<file path="src/rtl/lif_pkg.sv">
// Shared definitions for the LIF neuron array: reset-mode codes and saturating add.
// Latency: n/a (constants and a combinational helper only).
// Backpressure: n/a.
package lif_pkg;

    // Reset behaviour applied to a neuron's membrane state when it fires.
    localparam logic RESET_ZERO = 1'b0;  // state returns to 0
    localparam logic RESET_SUB  = 1'b1;  // state keeps the overshoot (v - threshold)

    // Unsigned add of two values of at most 32 bits, clamped to 2^width-1.
    // The 33-bit intermediate keeps the carry so the clamp never misses a wrap.
    // Callers cast the result back down to their own width.
    function automatic logic [31:0] sat_add(input logic [31:0] a,
                                            input logic [31:0] b,
                                            input int unsigned width);
        logic [32:0] sum;
        logic [32:0] lim;
        sum = {1'b0, a} + {1'b0, b};
        lim = (33'd1 << width) - 33'd1;
        return (sum > lim) ? lim[31:0] : sum[31:0];
    endfunction

endpackage

</file>
<file path="src/rtl/lif_neuron_array_if.sv">
// Control/data bundle between a driver and the LIF neuron array.
// Latency: n/a (wires only).
// Backpressure: none; the array accepts new currents on every enabled edge.
//   master: drives en, current, threshold, reset_mode, sel; observes spike, state_out, spike_count
//   slave : the array, the mirror image of master
interface lif_neuron_array_if #(
    parameter int N  = 4,
    parameter int W  = 8,
    parameter int CW = 16,
    parameter int SW = (N > 1) ? $clog2(N) : 1
);
    logic            en;
    logic [N*W-1:0]  current;
    logic [W-1:0]    threshold;
    logic            reset_mode;
    logic [SW-1:0]   sel;
    logic [N-1:0]    spike;
    logic [W-1:0]    state_out;
    logic [CW-1:0]   spike_count;

    modport master (
        output en, current, threshold, reset_mode, sel,
        input  spike, state_out, spike_count
    );

    modport slave (
        input  en, current, threshold, reset_mode, sel,
        output spike, state_out, spike_count
    );
endinterface

</file>
<file path="src/rtl/lif_cell.sv">
// One leaky integrate-and-fire neuron with a refractory counter.
// Latency: current sampled at edge k updates state/spike at edge k; fire_next is combinational.
// Backpressure: none; en=0 freezes state and refractory count and forces spike low.
//   inputs : clk, rst_n, en, current[W], threshold[W], reset_mode
//   outputs: fire_next (this edge's spike decision), spike (registered), state[W]
module lif_cell
    import lif_pkg::*;
#(
    parameter int W          = 8,
    parameter int LEAK_SHIFT = 2,
    parameter int REFRACT    = 3
) (
    input  logic         clk,
    input  logic         rst_n,
    input  logic         en,
    input  logic [W-1:0] current,
    input  logic [W-1:0] threshold,
    input  logic         reset_mode,
    output logic         fire_next,
    output logic         spike,
    output logic [W-1:0] state
);

    localparam int RW = (REFRACT > 0) ? $clog2(REFRACT + 1) : 1;

    logic [RW-1:0] rcnt;
    logic [W-1:0]  leaked;
    logic [W-1:0]  v;
    logic          integrate;

    // state >> LEAK_SHIFT never exceeds state, so this cannot underflow.
    assign leaked    = state - (state >> LEAK_SHIFT);
    assign v         = W'(sat_add(32'(leaked), 32'(current), W));
    assign integrate = (rcnt == '0);
    // A zero threshold disables firing entirely rather than firing every edge.
    assign fire_next = en && integrate && (threshold != '0) && (v >= threshold);

    always_ff @(posedge clk or negedge rst_n) begin
        if (!rst_n) begin
            state <= '0;
            rcnt  <= '0;
            spike <= 1'b0;
        end else begin
            spike <= fire_next;
            if (en) begin
                if (!integrate) begin
                    // Refractory: input and leak are both ignored, state is held.
                    rcnt <= rcnt - RW'(1);
                end else if (fire_next) begin
                    rcnt  <= RW'(REFRACT);
                    state <= (reset_mode == RESET_SUB) ? (v - threshold) : '0;
                end else begin
                    state <= v;
                end
            end
        end
    end

endmodule

</file>
<file path="src/rtl/lif_neuron_array.sv">
// Array of N LIF neurons sharing threshold/reset mode, with a saturating spike counter and state read-back.
// Latency: spike and spike_count update on the edge that samples current; state_out lags state by one edge.
// Backpressure: none; en=0 holds every neuron and the counter, spikes read as 0.
//   clk, rst_n : clock and asynchronous active-low reset
//   bus        : lif_neuron_array_if.slave (en, current, threshold, reset_mode, sel -> spike, state_out, spike_count)
module lif_neuron_array
    import lif_pkg::*;
#(
    parameter int N          = 4,
    parameter int W          = 8,
    parameter int LEAK_SHIFT = 2,
    parameter int REFRACT    = 3,
    parameter int CW         = 16
) (
    input  logic              clk,
    input  logic              rst_n,
    lif_neuron_array_if.slave bus
);

    logic [N-1:0]  fire_next;
    logic [N-1:0]  spike_q;
    logic [W-1:0]  state_arr [N];
    logic [31:0]   pop;
    logic [W-1:0]  rd_state;
    logic [W-1:0]  state_out_q;
    logic [CW-1:0] count_q;

    for (genvar i = 0; i < N; i++) begin : g_cell
        lif_cell #(
            .W          (W),
            .LEAK_SHIFT (LEAK_SHIFT),
            .REFRACT    (REFRACT)
        ) u_cell (
            .clk        (clk),
            .rst_n      (rst_n),
            .en         (bus.en),
            .current    (bus.current[i*W +: W]),
            .threshold  (bus.threshold),
            .reset_mode (bus.reset_mode),
            .fire_next  (fire_next[i]),
            .spike      (spike_q[i]),
            .state      (state_arr[i])
        );
    end

    // Count this edge's spikes so spike_count moves in step with spike.
    always_comb begin
        pop = '0;
        for (int i = 0; i < N; i++) begin
            pop = pop + 32'(fire_next[i]);
        end
    end

    // Select by comparison rather than indexing so a sel beyond N-1 reads 0.
    always_comb begin
        rd_state = '0;
        for (int i = 0; i < N; i++) begin
            if (32'(bus.sel) == 32'(i)) begin
                rd_state = state_arr[i];
            end
        end
    end

    always_ff @(posedge clk or negedge rst_n) begin
        if (!rst_n) begin
            state_out_q <= '0;
            count_q     <= '0;
        end else begin
            state_out_q <= rd_state;
            if (bus.en) begin
                count_q <= CW'(sat_add(32'(count_q), pop, CW));
            end
        end
    end

    assign bus.spike       = spike_q;
    assign bus.state_out   = state_out_q;
    assign bus.spike_count = count_q;

endmodule

</file>
<file path="src/flat_wrapper.sv">
// flat-port wrapper written by rule: the top's interface ports become plain ports
module lif_neuron_array_flat import lif_pkg::*;
#(
    parameter int N          = 4,
    parameter int W          = 8,
    parameter int LEAK_SHIFT = 2,
    parameter int REFRACT    = 3,
    parameter int CW         = 16
)
  (clk, rst_n, bus_en, bus_current, bus_threshold, bus_reset_mode, bus_sel, bus_spike, bus_state_out, bus_spike_count);
  lif_neuron_array_if #(.N(N), .W(W), .CW(CW)) bus_i ();
  input  logic clk;
  input  logic rst_n;
  input wire logic [$bits(bus_i.en)-1:0] bus_en;
  input wire logic [$bits(bus_i.current)-1:0] bus_current;
  input wire logic [$bits(bus_i.threshold)-1:0] bus_threshold;
  input wire logic [$bits(bus_i.reset_mode)-1:0] bus_reset_mode;
  input wire logic [$bits(bus_i.sel)-1:0] bus_sel;
  output wire logic [$bits(bus_i.spike)-1:0] bus_spike;
  output wire logic [$bits(bus_i.state_out)-1:0] bus_state_out;
  output wire logic [$bits(bus_i.spike_count)-1:0] bus_spike_count;
  assign bus_i.en = bus_en;
  assign bus_i.current = bus_current;
  assign bus_i.threshold = bus_threshold;
  assign bus_i.reset_mode = bus_reset_mode;
  assign bus_i.sel = bus_sel;
  assign bus_spike = bus_i.spike;
  assign bus_state_out = bus_i.state_out;
  assign bus_spike_count = bus_i.spike_count;
  lif_neuron_array #(.N(N), .W(W), .LEAK_SHIFT(LEAK_SHIFT), .REFRACT(REFRACT), .CW(CW)) u_core (.clk(clk), .rst_n(rst_n), .bus(bus_i));
endmodule
</file>
<file path="config.mk">
export PLATFORM = sky130hd
export DESIGN_NAME = lif_neuron_array_flat
export DESIGN_NICKNAME = d
export VERILOG_FILES = /design/src/rtl/lif_pkg.sv /design/src/rtl/lif_neuron_array_if.sv /design/src/rtl/lif_cell.sv /design/src/rtl/lif_neuron_array.sv /design/src/flat_wrapper.sv
export SDC_FILE = /design/constraint.sdc
export NUM_CORES = 1
export LEC_CHECK = 0
export ABC_AREA = 1
export CAP_MARGIN = 10
export CORE_MARGIN = 10
export CORE_UTILIZATION = 35
export DETAILED_ROUTE_END_ITERATION = 7
export SYNTH_ARGS = -nofsm -noshare
export SYNTH_HDL_FRONTEND = slang
export SYNTH_SLANG_ARGS = --single-unit
</file>
<file path="constraint.sdc">
create_clock -name clk -period 15.9 [get_ports clk]
set_input_delay 3.975 -clock clk [delete_from_list [all_inputs] [get_ports clk]]
set_output_delay 3.975 -clock clk [all_outputs]
set_load 0.01 [all_outputs]
</file>
==> impl_results.md <==
- Critical Path End Type: flop
- Maxcap violations: 0
- Top delay family on crit path: adder cells
- Data required time of the critical path: 16.17 ns
- Area of the multi-input gates: 0.00540 mm^2
- Fill count: 2449
- Ys async rst share: 1.00
- Gr ovfl total: 0
- RSZ-0062 raised after global routing: no
- Worst EP arrival: 9.35 ns
- Core area: 0.0228 mm^2
- Slew headroom: 0.402
- Clk slew on worst S/H paths: 0.06 ns
- Buffers on Ports: 73
- Max Fclk: 110 MHz
- Number of global-route vias before repair: 7566
- Final instance area: 0.00954 mm^2
- ANT cells: 0
- Synthesized flop and latch total: 68
- Buf/Inv on CP: 7
- Largest cells by area after synthesis: dfrtp_1 21%, nand2_1 17%, ha_1 15%
- Count of pins over their slew limit: 0
- Post-CTS Setup Repair Bufs: 0
- Worst Hold Class: flop to flop
- Dpl hpwl: 18400 um
- CTS sink count: 68
- Synthesis-to-layout area growth: 16.4%
- CTS buffer count: 9
- Vias/cell: 4.76
- Post-route insts no fill: 1667
- Pre-antenna DRT Iters: 5
- Post-DRT Antenna Nets: 0
- Placed insts: 1651
- Most frequent cell after synthesis: nand2_1
- DRC errors left: 0
- Yosys warns: 0
- Syn Std Cell Area: 0.00819 mm^2
- Placed cell area: 0.00921 mm^2
- Largest net degree at the start of global routing: 69
- Setup CP Type: input port to flop
- H-tree Lvls: 3
- Slowest cell on the critical path: clkdlybuf4s50_1
- Die Area: 0.0299 mm^2
- Startpoint Class: input port
- Worst Max-Slew Pin Slew: 0.897 ns
- Share of the synthesized area in the top cell type: 0.208
- Post-synth EDFFs: 0
- Setup tns final: 0 ns
- Antenna violations before repair: 0
- Initial Util: 0.359
- Die W: 173 um
- Post-CTS sizing: 0
- Placer Congestion: 0.927
- Cell taking the most area after synthesis: dfrtp_1
- Clk root buf: clkbuf_16
- Die height: 173 um
- Count of cell types in the netlist: 39
- CP max stage delay: 0.46 ns
- # IOs: 74
- Storage element area: 0.00170 mm^2
- DR WL/cell: 13.6 um
- Worst Skew: 0.00781 ns
- CTS max path bufs: 2
- CTS Hold Bufs: 0
- Outcome: completed
- Sequential-to-total area share from yosys stat: 0.208
- Main synth FF type: dfrtp_1
- First-pass GRT wire length: 37400 um
- Fin. Hold Viols: 0
- Total number of vias: 7933
- Detailed Route WL: 22700 um
- DR iter-0 viols: 466
- Worst skew pair latency: 0.35 ns
- Cell count after synthesis: 1281
- Final worst-path cycle share: 0.571
- Tmin final: 9.09 ns
- CTS tree: built
- Final setup viols: 0
- Commonest cells post-synth: 379 x nand2_1, 252 x inv_1, 112 x nor2_1
- Mean post-synth cell area: 6.40 um^2
- Syn nets: 1440
- Crit-path most repeated cell: nand2_1
- Rows: 55
- CP max FO: 12
- Layout cells sized above 1: 0.0377
- Layout net count: 1508
- Gr usage total: 0.150
[worst min-delay path, stage by stage, from the launching register on]
cell     delay (ns)
dfrtp_1        0.35
nand2_1        0.05
nand2_1        0.05
[final cells by class]
cell class / instances / share of cell area
inverters: 258 / 0.103
multi-input cells: 938 / 0.566
clock inverters: 7 / 0.0105
flip-flops and latches: 68 / 0.178
repair buffers: 74 / 0.0771
clock buffers: 9 / 0.0236
well taps: 313 / 0.0411
[path summary, 6_finish.rpt]
check                                                    to  cells after the start                        startpoint  slack [ns]
max                              u_core.bus.spike_count[15]                     29                    bus_current[0]        6.81
min                        u_core.g_cell[0].u_cell.state[7]                      2  u_core.g_cell[0].u_cell.state[7]        0.49
max reg2reg                      u_core.bus.spike_count[15]                     37  u_core.g_cell[0].u_cell.state[0]        9.25
min reg2reg                u_core.g_cell[0].u_cell.state[7]                      2  u_core.g_cell[0].u_cell.state[7]        0.49
max in group asynchronous           u_core.bus.state_out[4]                      1                             rst_n       11.56
min in group asynchronous  u_core.g_cell[3].u_cell.state[7]                      1                             rst_n        3.75
[through the flow]
step	util	hold WS (ns)	setup WS [ns]
finish	0.417	0.487	6.81
detailed placement	0.403	0.472	6.47
CTS	0.417	0.487	6.84
global route	0.417	0.503	6.36
global placement	0.403	0.468	6.63
floorplan	-	0.449	7.47
[placed cells by master, fill, tap and decap left out, types with 3 or more instances in the layout]
master	Yosys	routed
o22ai_1	7	7
nand3_1	86	86
o21bai_1	3	3
o21ai_2	4	4
nor3_1	6	6
xnor2_1	25	25
xor2_1	25	25
or2_2	5	5
nand2_2	3	3
o21ai_1	5	5
dfrtp_1	68	68
clkdlybuf4s50_1	0	72
a21oi_1	75	75
inv_1	252	252
a21oi_2	3	3
clkinv_4	2	5
nor2_1	112	112
nand3_2	3	3
ha_1	99	99
clkbuf_16	0	9
nand4_1	28	28
o21ai_0	35	35
nand2_1	379	379
fa_1	14	14
nor2_2	6	6
[kinds of logic (layout without fill, tap and decap cells)]
family / Yosys count / count (layout) / synth area share
DFF: 68 / 68 / 0.208
xor gates and xnor gates: 50 / 50 / 0.0535
buffers and inverters: 275 / 348 / 0.133
AOI/OAI and AO/OA: 141 / 141 / 0.0973
adders and majority gates: 113 / 113 / 0.185
and+or+nand+nor: 634 / 634 / 0.323
[sequential cells by signal (all words and copies together), names as in the netlist]
| register | flops |
|---|---|
| u_core.bus.state_out | 8 |
| u_core.bus.spike_count | 16 |
| u_core.g_cell.u_cell.state | 32 |
| u_core.g_cell.u_cell.rcnt | 8 |
| u_core.g_cell.u_cell.spike | 4 |
[per-layer routing]
layer,global-route usage,part of all wire
met5,0,0
met4,0.0226,0.0068
met3,0.0288,0.041
met2,0.247,0.45
met1,0.202,0.50
Power is not shown: default switching activity piles up to over one toggle a cycle in this logic, so the estimate is an artifact.
